<file path="src/rtl/sd_cmd_sequencer_if.sv">
// Command/response and SPI byte-engine signals of the SD command sequencer.
// master = controller plus byte engine side, slave = the sequencer itself.
`timescale 1ns/1ps
interface sd_cmd_sequencer_if;
    logic        cmd_valid;
    logic [5:0]  cmd_index;
    logic [31:0] cmd_arg;
    logic        cmd_long;
    logic        cmd_ready;
    logic        resp_valid;
    logic [7:0]  resp_r1;
    logic [31:0] resp_data;
    logic        resp_timeout;
    logic        spi_start;
    logic [7:0]  spi_tx;
    logic        spi_done;
    logic [7:0]  spi_rx;
    logic        spi_cs_n;

    modport master (
        output cmd_valid, cmd_index, cmd_arg, cmd_long,
        input  cmd_ready, resp_valid, resp_r1, resp_data, resp_timeout,
        input  spi_start, spi_tx, spi_cs_n,
        output spi_done, spi_rx
    );

    modport slave (
        input  cmd_valid, cmd_index, cmd_arg, cmd_long,
        output cmd_ready, resp_valid, resp_r1, resp_data, resp_timeout,
        output spi_start, spi_tx, spi_cs_n,
        input  spi_done, spi_rx
    );
endinterface

</file>
<file path="src/rtl/sd_cmd_sequencer.sv">
// SD SPI-mode command sequencer: frame, R1 poll, optional R3/R7 tail, trailing clocks.
// Define SD_CRC7_EN to compute a real CRC7; otherwise fixed CRC bytes are sent.
`timescale 1ns/1ps
module sd_cmd_sequencer #(
    parameter int POLL_MAX    = 8,
    parameter int TRAIL_BYTES = 1
) (
    input  logic                 clk,
    input  logic                 reset,
    sd_cmd_sequencer_if.slave    bus
);
    typedef enum logic [2:0] {IDLE, SEND, POLL, EXT, TRAIL, DONE} state_t;

    localparam logic [7:0] POLL_LAST  = 8'(POLL_MAX);
    localparam logic [1:0] TRAIL_LAST = (TRAIL_BYTES > 0) ? 2'(TRAIL_BYTES - 1) : 2'd0;

    state_t      state_reg, state_next;
    logic [5:0]  idx_reg, idx_next;
    logic [31:0] arg_reg, arg_next;
    logic        long_reg, long_next;
    logic [7:0]  crc_byte_reg, crc_byte_next;
    logic [2:0]  byte_cnt_reg, byte_cnt_next;
    logic [7:0]  poll_cnt_reg, poll_cnt_next;
    logic [1:0]  ext_cnt_reg, ext_cnt_next;
    logic [1:0]  trail_cnt_reg, trail_cnt_next;
    logic        pending_reg, pending_next;
    logic        spi_start_reg, spi_start_next;
    logic [7:0]  spi_tx_reg, spi_tx_next;
    logic        spi_cs_n_reg, spi_cs_n_next;
    logic        resp_valid_reg, resp_valid_next;
    logic [7:0]  resp_r1_reg, resp_r1_next;
    logic [31:0] resp_data_reg, resp_data_next;
    logic        resp_timeout_reg, resp_timeout_next;

    logic [7:0]  crc_byte_in;
    logic [7:0]  frame_byte [6];
    logic [2:0]  byte_idx;
    logic        done_ok;
    logic        issue;
    logic [7:0]  issue_byte;
    logic        go_trail;

`ifdef SD_CRC7_EN
    // CRC7, x^7 + x^3 + 1, zero init, message shifted in MSB first.
    function automatic logic [6:0] crc7_calc(input logic [39:0] msg);
        logic [6:0] crc;
        logic       fb;
        crc = '0;
        for (int i = 39; i >= 0; i--) begin
            fb  = crc[6] ^ msg[i];
            crc = {crc[5:0], 1'b0};
            if (fb) crc = crc ^ 7'h09;
        end
        return crc;
    endfunction

    assign crc_byte_in = {crc7_calc({2'b01, bus.cmd_index, bus.cmd_arg}), 1'b1};
`else
    // CRC is only checked by the card for CMD0 and CMD8 in SPI mode.
    assign crc_byte_in = (bus.cmd_index == 6'd0) ? 8'h95 :
                         (bus.cmd_index == 6'd8) ? 8'h87 : 8'h01;
`endif

    assign frame_byte[0] = {2'b01, idx_reg};
    generate
        for (genvar gi = 0; gi < 4; gi++) begin : g_arg_bytes
            assign frame_byte[gi + 1] = arg_reg[31 - 8 * gi -: 8];
        end
    endgenerate
    assign frame_byte[5] = crc_byte_reg;

    assign byte_idx = byte_cnt_reg + 3'd1;
    assign done_ok  = bus.spi_done && pending_reg;

    always_ff @(posedge clk or posedge reset) begin
        if (reset) begin
            state_reg        <= IDLE;
            idx_reg          <= '0;
            arg_reg          <= '0;
            long_reg         <= 1'b0;
            crc_byte_reg     <= 8'h01;
            byte_cnt_reg     <= '0;
            poll_cnt_reg     <= '0;
            ext_cnt_reg      <= '0;
            trail_cnt_reg    <= '0;
            pending_reg      <= 1'b0;
            spi_start_reg    <= 1'b0;
            spi_tx_reg       <= 8'hFF;
            spi_cs_n_reg     <= 1'b1;
            resp_valid_reg   <= 1'b0;
            resp_r1_reg      <= 8'hFF;
            resp_data_reg    <= '0;
            resp_timeout_reg <= 1'b0;
        end else begin
            state_reg        <= state_next;
            idx_reg          <= idx_next;
            arg_reg          <= arg_next;
            long_reg         <= long_next;
            crc_byte_reg     <= crc_byte_next;
            byte_cnt_reg     <= byte_cnt_next;
            poll_cnt_reg     <= poll_cnt_next;
            ext_cnt_reg      <= ext_cnt_next;
            trail_cnt_reg    <= trail_cnt_next;
            pending_reg      <= pending_next;
            spi_start_reg    <= spi_start_next;
            spi_tx_reg       <= spi_tx_next;
            spi_cs_n_reg     <= spi_cs_n_next;
            resp_valid_reg   <= resp_valid_next;
            resp_r1_reg      <= resp_r1_next;
            resp_data_reg    <= resp_data_next;
            resp_timeout_reg <= resp_timeout_next;
        end
    end

    always_comb begin
        state_next        = state_reg;
        idx_next          = idx_reg;
        arg_next          = arg_reg;
        long_next         = long_reg;
        crc_byte_next     = crc_byte_reg;
        byte_cnt_next     = byte_cnt_reg;
        poll_cnt_next     = poll_cnt_reg;
        ext_cnt_next      = ext_cnt_reg;
        trail_cnt_next    = trail_cnt_reg;
        pending_next      = pending_reg;
        spi_start_next    = 1'b0;
        spi_tx_next       = spi_tx_reg;
        spi_cs_n_next     = spi_cs_n_reg;
        resp_valid_next   = 1'b0;
        resp_r1_next      = resp_r1_reg;
        resp_data_next    = resp_data_reg;
        resp_timeout_next = resp_timeout_reg;
        issue             = 1'b0;
        issue_byte        = 8'hFF;
        go_trail          = 1'b0;

        if (done_ok) pending_next = 1'b0;

        case (state_reg)
            IDLE: begin
                if (bus.cmd_valid) begin
                    idx_next          = bus.cmd_index;
                    arg_next          = bus.cmd_arg;
                    long_next         = bus.cmd_long;
                    crc_byte_next     = crc_byte_in;
                    resp_data_next    = '0;
                    resp_timeout_next = 1'b0;
                    byte_cnt_next     = '0;
                    spi_cs_n_next     = 1'b0;
                    issue             = 1'b1;
                    issue_byte        = {2'b01, bus.cmd_index};
                    state_next        = SEND;
                end
            end
            SEND: begin
                if (done_ok) begin
                    issue = 1'b1;
                    if (byte_cnt_reg == 3'd5) begin
                        poll_cnt_next = 8'd1;
                        state_next    = POLL;
                    end else begin
                        byte_cnt_next = byte_idx;
                        issue_byte    = frame_byte[byte_idx];
                    end
                end
            end
            POLL: begin
                // A cleared MSB marks a valid R1; anything else is line idle.
                if (done_ok) begin
                    if (!bus.spi_rx[7]) begin
                        resp_r1_next = bus.spi_rx;
                        if (long_reg) begin
                            ext_cnt_next = '0;
                            issue        = 1'b1;
                            state_next   = EXT;
                        end else begin
                            go_trail = 1'b1;
                        end
                    end else if (poll_cnt_reg >= POLL_LAST) begin
                        resp_timeout_next = 1'b1;
                        resp_r1_next      = 8'hFF;
                        go_trail          = 1'b1;
                    end else begin
                        poll_cnt_next = poll_cnt_reg + 8'd1;
                        issue         = 1'b1;
                    end
                end
            end
            EXT: begin
                if (done_ok) begin
                    resp_data_next = {resp_data_reg[23:0], bus.spi_rx};
                    if (ext_cnt_reg == 2'd3) begin
                        go_trail = 1'b1;
                    end else begin
                        ext_cnt_next = ext_cnt_reg + 2'd1;
                        issue        = 1'b1;
                    end
                end
            end
            TRAIL: begin
                if (done_ok) begin
                    if (trail_cnt_reg == TRAIL_LAST) begin
                        resp_valid_next = 1'b1;
                        state_next      = DONE;
                    end else begin
                        trail_cnt_next = trail_cnt_reg + 2'd1;
                        issue          = 1'b1;
                    end
                end
            end
            DONE: begin
                state_next = IDLE;
            end
            default: begin
                state_next = IDLE;
            end
        endcase

        // cs is released before the first trailing byte so the card frees MISO.
        if (go_trail) begin
            spi_cs_n_next = 1'b1;
            if (TRAIL_BYTES == 0) begin
                resp_valid_next = 1'b1;
                state_next      = DONE;
            end else begin
                trail_cnt_next = '0;
                issue          = 1'b1;
                state_next     = TRAIL;
            end
        end

        if (issue) begin
            spi_start_next = 1'b1;
            spi_tx_next    = issue_byte;
            pending_next   = 1'b1;
        end
    end

    assign bus.cmd_ready    = (state_reg == IDLE);
    assign bus.resp_valid   = resp_valid_reg;
    assign bus.resp_r1      = resp_r1_reg;
    assign bus.resp_data    = resp_data_reg;
    assign bus.resp_timeout = resp_timeout_reg;
    assign bus.spi_start    = spi_start_reg;
    assign bus.spi_tx       = spi_tx_reg;
    assign bus.spi_cs_n     = spi_cs_n_reg;
endmodule

</file>
<file path="src/flat_wrapper.sv">
// flat-port wrapper written by rule: the top's interface ports become plain ports
module sd_cmd_sequencer_flat 
#(
    parameter int POLL_MAX    = 8,
    parameter int TRAIL_BYTES = 1
)
  (clk, reset, bus_cmd_valid, bus_cmd_index, bus_cmd_arg, bus_cmd_long, bus_cmd_ready, bus_resp_valid, bus_resp_r1, bus_resp_data, bus_resp_timeout, bus_spi_start, bus_spi_tx, bus_spi_cs_n, bus_spi_done, bus_spi_rx);
  sd_cmd_sequencer_if bus_i ();
  input  logic clk;
  input  logic reset;
  input wire logic [$bits(bus_i.cmd_valid)-1:0] bus_cmd_valid;
  input wire logic [$bits(bus_i.cmd_index)-1:0] bus_cmd_index;
  input wire logic [$bits(bus_i.cmd_arg)-1:0] bus_cmd_arg;
  input wire logic [$bits(bus_i.cmd_long)-1:0] bus_cmd_long;
  output wire logic [$bits(bus_i.cmd_ready)-1:0] bus_cmd_ready;
  output wire logic [$bits(bus_i.resp_valid)-1:0] bus_resp_valid;
  output wire logic [$bits(bus_i.resp_r1)-1:0] bus_resp_r1;
  output wire logic [$bits(bus_i.resp_data)-1:0] bus_resp_data;
  output wire logic [$bits(bus_i.resp_timeout)-1:0] bus_resp_timeout;
  output wire logic [$bits(bus_i.spi_start)-1:0] bus_spi_start;
  output wire logic [$bits(bus_i.spi_tx)-1:0] bus_spi_tx;
  output wire logic [$bits(bus_i.spi_cs_n)-1:0] bus_spi_cs_n;
  input wire logic [$bits(bus_i.spi_done)-1:0] bus_spi_done;
  input wire logic [$bits(bus_i.spi_rx)-1:0] bus_spi_rx;
  assign bus_i.cmd_valid = bus_cmd_valid;
  assign bus_i.cmd_index = bus_cmd_index;
  assign bus_i.cmd_arg = bus_cmd_arg;
  assign bus_i.cmd_long = bus_cmd_long;
  assign bus_cmd_ready = bus_i.cmd_ready;
  assign bus_resp_valid = bus_i.resp_valid;
  assign bus_resp_r1 = bus_i.resp_r1;
  assign bus_resp_data = bus_i.resp_data;
  assign bus_resp_timeout = bus_i.resp_timeout;
  assign bus_spi_start = bus_i.spi_start;
  assign bus_spi_tx = bus_i.spi_tx;
  assign bus_spi_cs_n = bus_i.spi_cs_n;
  assign bus_i.spi_done = bus_spi_done;
  assign bus_i.spi_rx = bus_spi_rx;
  sd_cmd_sequencer #(.POLL_MAX(POLL_MAX), .TRAIL_BYTES(TRAIL_BYTES)) u_core (.clk(clk), .reset(reset), .bus(bus_i));
endmodule
</file>
<file path="config.mk">
export PLATFORM = sky130hd
export DESIGN_NAME = sd_cmd_sequencer_flat
export DESIGN_NICKNAME = d
export VERILOG_FILES = /design/src/rtl/sd_cmd_sequencer_if.sv /design/src/rtl/sd_cmd_sequencer.sv /design/src/flat_wrapper.sv
export SDC_FILE = /design/constraint.sdc
export NUM_CORES = 1
export LEC_CHECK = 0
export ABC_CLOCK_PERIOD_IN_PS = 8500
export CAP_MARGIN = 40
export CORE_UTILIZATION = 56
export DETAILED_ROUTE_END_ITERATION = 12
export GPL_TIMING_DRIVEN = 0
export PLACE_DENSITY = 0.84
export SETUP_SLACK_MARGIN = 0.5
export SLEW_MARGIN = 20
export SYNTH_ARGS = -nofsm -noshare
export SYNTH_HDL_FRONTEND = slang
export SYNTH_SLANG_ARGS = --single-unit
</file>
<file path="constraint.sdc">
create_clock -name clk -period 8.5 [get_ports clk]
set_input_delay 2.125 -clock clk [delete_from_list [all_inputs] [get_ports clk]]
set_output_delay 2.125 -clock clk [all_outputs]
set_load 0.02 [all_outputs]
</file>
==> flow_summary.toml <==
[power]
seq_power_share_pct = 36.8
vdd_drop_max_uv = 195
power.density_nw_per_um2 = 308
power.net_switching_uw = 764
sw_frac_of_total_pct = 35.8
p_int_mw = 1.37
total_power_mw = 2.14
leakage_nw = 3.12
clkPwrFrac_pct = 31.7
combPwrFrac_pct = 31.5

[final_layout]
drive_above_1_share_pct = 10.9
fin_util_pct = 78.5
regArea_um2 = 2850
fin_area_um2 = 6950
instances_no_fill = 798
final_nets = 734
antenna_cells = 0
fill_cells = 600
layout-area-overhead-vs-synth_pct = 34.1
multiInputGateArea_um2 = 2140

[yosys]
synth_top_area_share_pct = 46.4
avgSynthCellArea_um2 = 9.37
synth-seq-cells = 113
synthTopCellsByArea = "dfrtp_1, nand2_1, dfstp_2"
synth_top_flop_cell = "dfrtp_1"
yosysSeqAreaShare_pct = 55.0
synth_edf_count = 0
synth_most_common_cell = "nand2_1"
synth_cells = 553
ys_warn_count = 0
ys_types = 54
yosysTopAreaCell = "dfrtp_1"
synthTopCellsByCount = "nand2_1, dfrtp_1, o21ai_0"
synth-async-reset-ratio_pct = 100
synth_nets = 610
synth_area_um2 = 5180

[cts]
cts_buffers = 17
cts-root-buf = "clkbuf_8"
post_cts_buffers = 0
post_cts_resized = 0
cts.path.max_buffers = 2
clk_pin_slew_ps = 60
htree_num_levels = 4
cts.sinks = 113
clk_latency_ps = 530
cts_tree = "yes"
cts_hold_buf = 0

[timing]
fin_crit_sh_pct = 48.2
hold_viol_final = 0
worst_slack_ps = 4400
rsz0062_at_grt = "no"
hold_ws_ps = 464
period_minus_slack_ps = 4100
setup_tns_ps = 0
drv_slew = 0
finalSetupViolations = 0
finClkSkew_ps = 9.84
worstMarginPinSlew_ps = 735
max_slew_margin_pct = 50.7
fmax_mhz = 244

[routing]
drtPass1Iterations = 9
drt_iter0_drc = 309
drc = 3
ant_nets = 0
routed_via_density = 5.88
wl_per_cell_um = 18.3
drt-total-wl_mm = 14.6
dr_total_vias = 4689

[grt]
track_usage_pct = 32.1
grt_pass1_vias = 4702
grt_pass1_wl_mm = 23.6
grt_max_degree = 58
grt_overflow = 0
antenna_found_initial = 0

[setup_path]
crit_type = "reg2out"
crit_path_max_fanout = 10
worst_ep_arrival_time_ps = 1980
cp.required_ps = 6380
startpoint_type = "register"
cp-end-kind = "primary output"

[run_status]
failed_checks = "DRC"
outcome = "complete, but fails checks"

[placed_design]
place.gp.congestion = 0.920
place_inst = 765
place_hpwl_mm = 9.92
placed_cell_area_um2 = 6380
portBuffers = 103
preCtsSetupSlack_ps = 4180

[floorplan]
io_pins = 104
start_util_pct = 58.5
core.rowCount = 34
die_y_um = 98.2
die_area_um2 = 9640
die_x_um = 98.2
coreArea_um2 = 8850

[min_path]
min_path_type = "reg2reg"

[flow_run]
drv_cap = 0
-- power by group through the flow --
stage	combinational [mW]	sequential, mW	clock [mW]
global route	0.732	0.796	0.706
global placement	0.635	0.779	0
finish	0.674	0.786	0.679
CTS	0.669	0.782	0.682
detailed placement	0.657	0.787	0
floorplan	0.420	0.791	0
-- critical path: stages, from the launching register on --
cell,delay [ps]
dfrtp_1,400
buf_2,190
nor3_1,220
clkdlybuf4s50_1,650
-- cell type report --
cell class                      instances  area share, %
Multi-Input combinational cell        396           30.8
Inverter                               12          0.720
Timing Repair Buffer                  105           15.3
Clock inverter                         15           2.14
Sequential cell                       113           41.0
Buffer                                 32           2.07
Tap cell                              108           1.95
Clock buffer                           17           5.96
-- layer usage --
metal  GRT usage (%)  part of all wire [%]  wire, µm  vias to the layer above
li1                -                     -         -                     2113
met1            41.9                    40      5850                     2312
met2            52.4                    50      7280                      229
met3            6.01                   7.2      1050                       35
met4            15.0                   2.7       399                        0
met5               0                     0         0                        -
-- worst paths after layout --
path	start	endpoint	slack, ps	depth (start not counted)
setup / recovery	u_core.state_reg[2]	bus_cmd_ready	4400	3
min in group asynchronous	reset	u_core.bus.resp_data[23]	2030	2
hold / removal	u_core.bus.spi_cs_n	u_core.bus.spi_cs_n	460	2
hold reg to reg	u_core.bus.spi_cs_n	u_core.bus.spi_cs_n	460	2
setup reg to reg	u_core.state_reg[0]	u_core.idx_reg[3]	6280	6
max in group asynchronous	reset	u_core.bus.spi_tx[6]	5790	3
-- cells in the final DEF, fill, tap and decap left out, drive strengths merged, types with 3 or more instances in the layout --
master	n
clkdlybuf4s50	103
o21ai	47
nor3	12
nand2b	5
nand2	203
nand3	16
mux2	3
clkbuf	42
inv	19
nand4	3
o211ai	3
buf	9
o22a	7
mux4	6
clkinv	6
nor2b	6
o221a	7
dfstp	17
dfrtp	96
mux2i	3
a22oi	3
a21oi	10
ha	6
nor2	20
a31oi	4
-- kinds of logic (layout without fill, tap and decap cells) --
| logic type | after synthesis | count (layout) | synth area share [%] |
|---|---|---|---|
| adder cells (fa/ha/maj) | 6 | 6 | 1.45 |
| multiplexers | 12 | 12 | 3.84 |
| AO/OA/AOI/OAI | 95 | 95 | 12.4 |
| buffers and inverters | 44 | 181 | 3.65 |
| flip-flops | 113 | 113 | 55.0 |
| AND/OR/NAND/NOR | 279 | 279 | 23.0 |
| XOR/XNOR | 4 | 4 | 0.676 |
No activity file was read; power rests on OpenSTA's default activity.
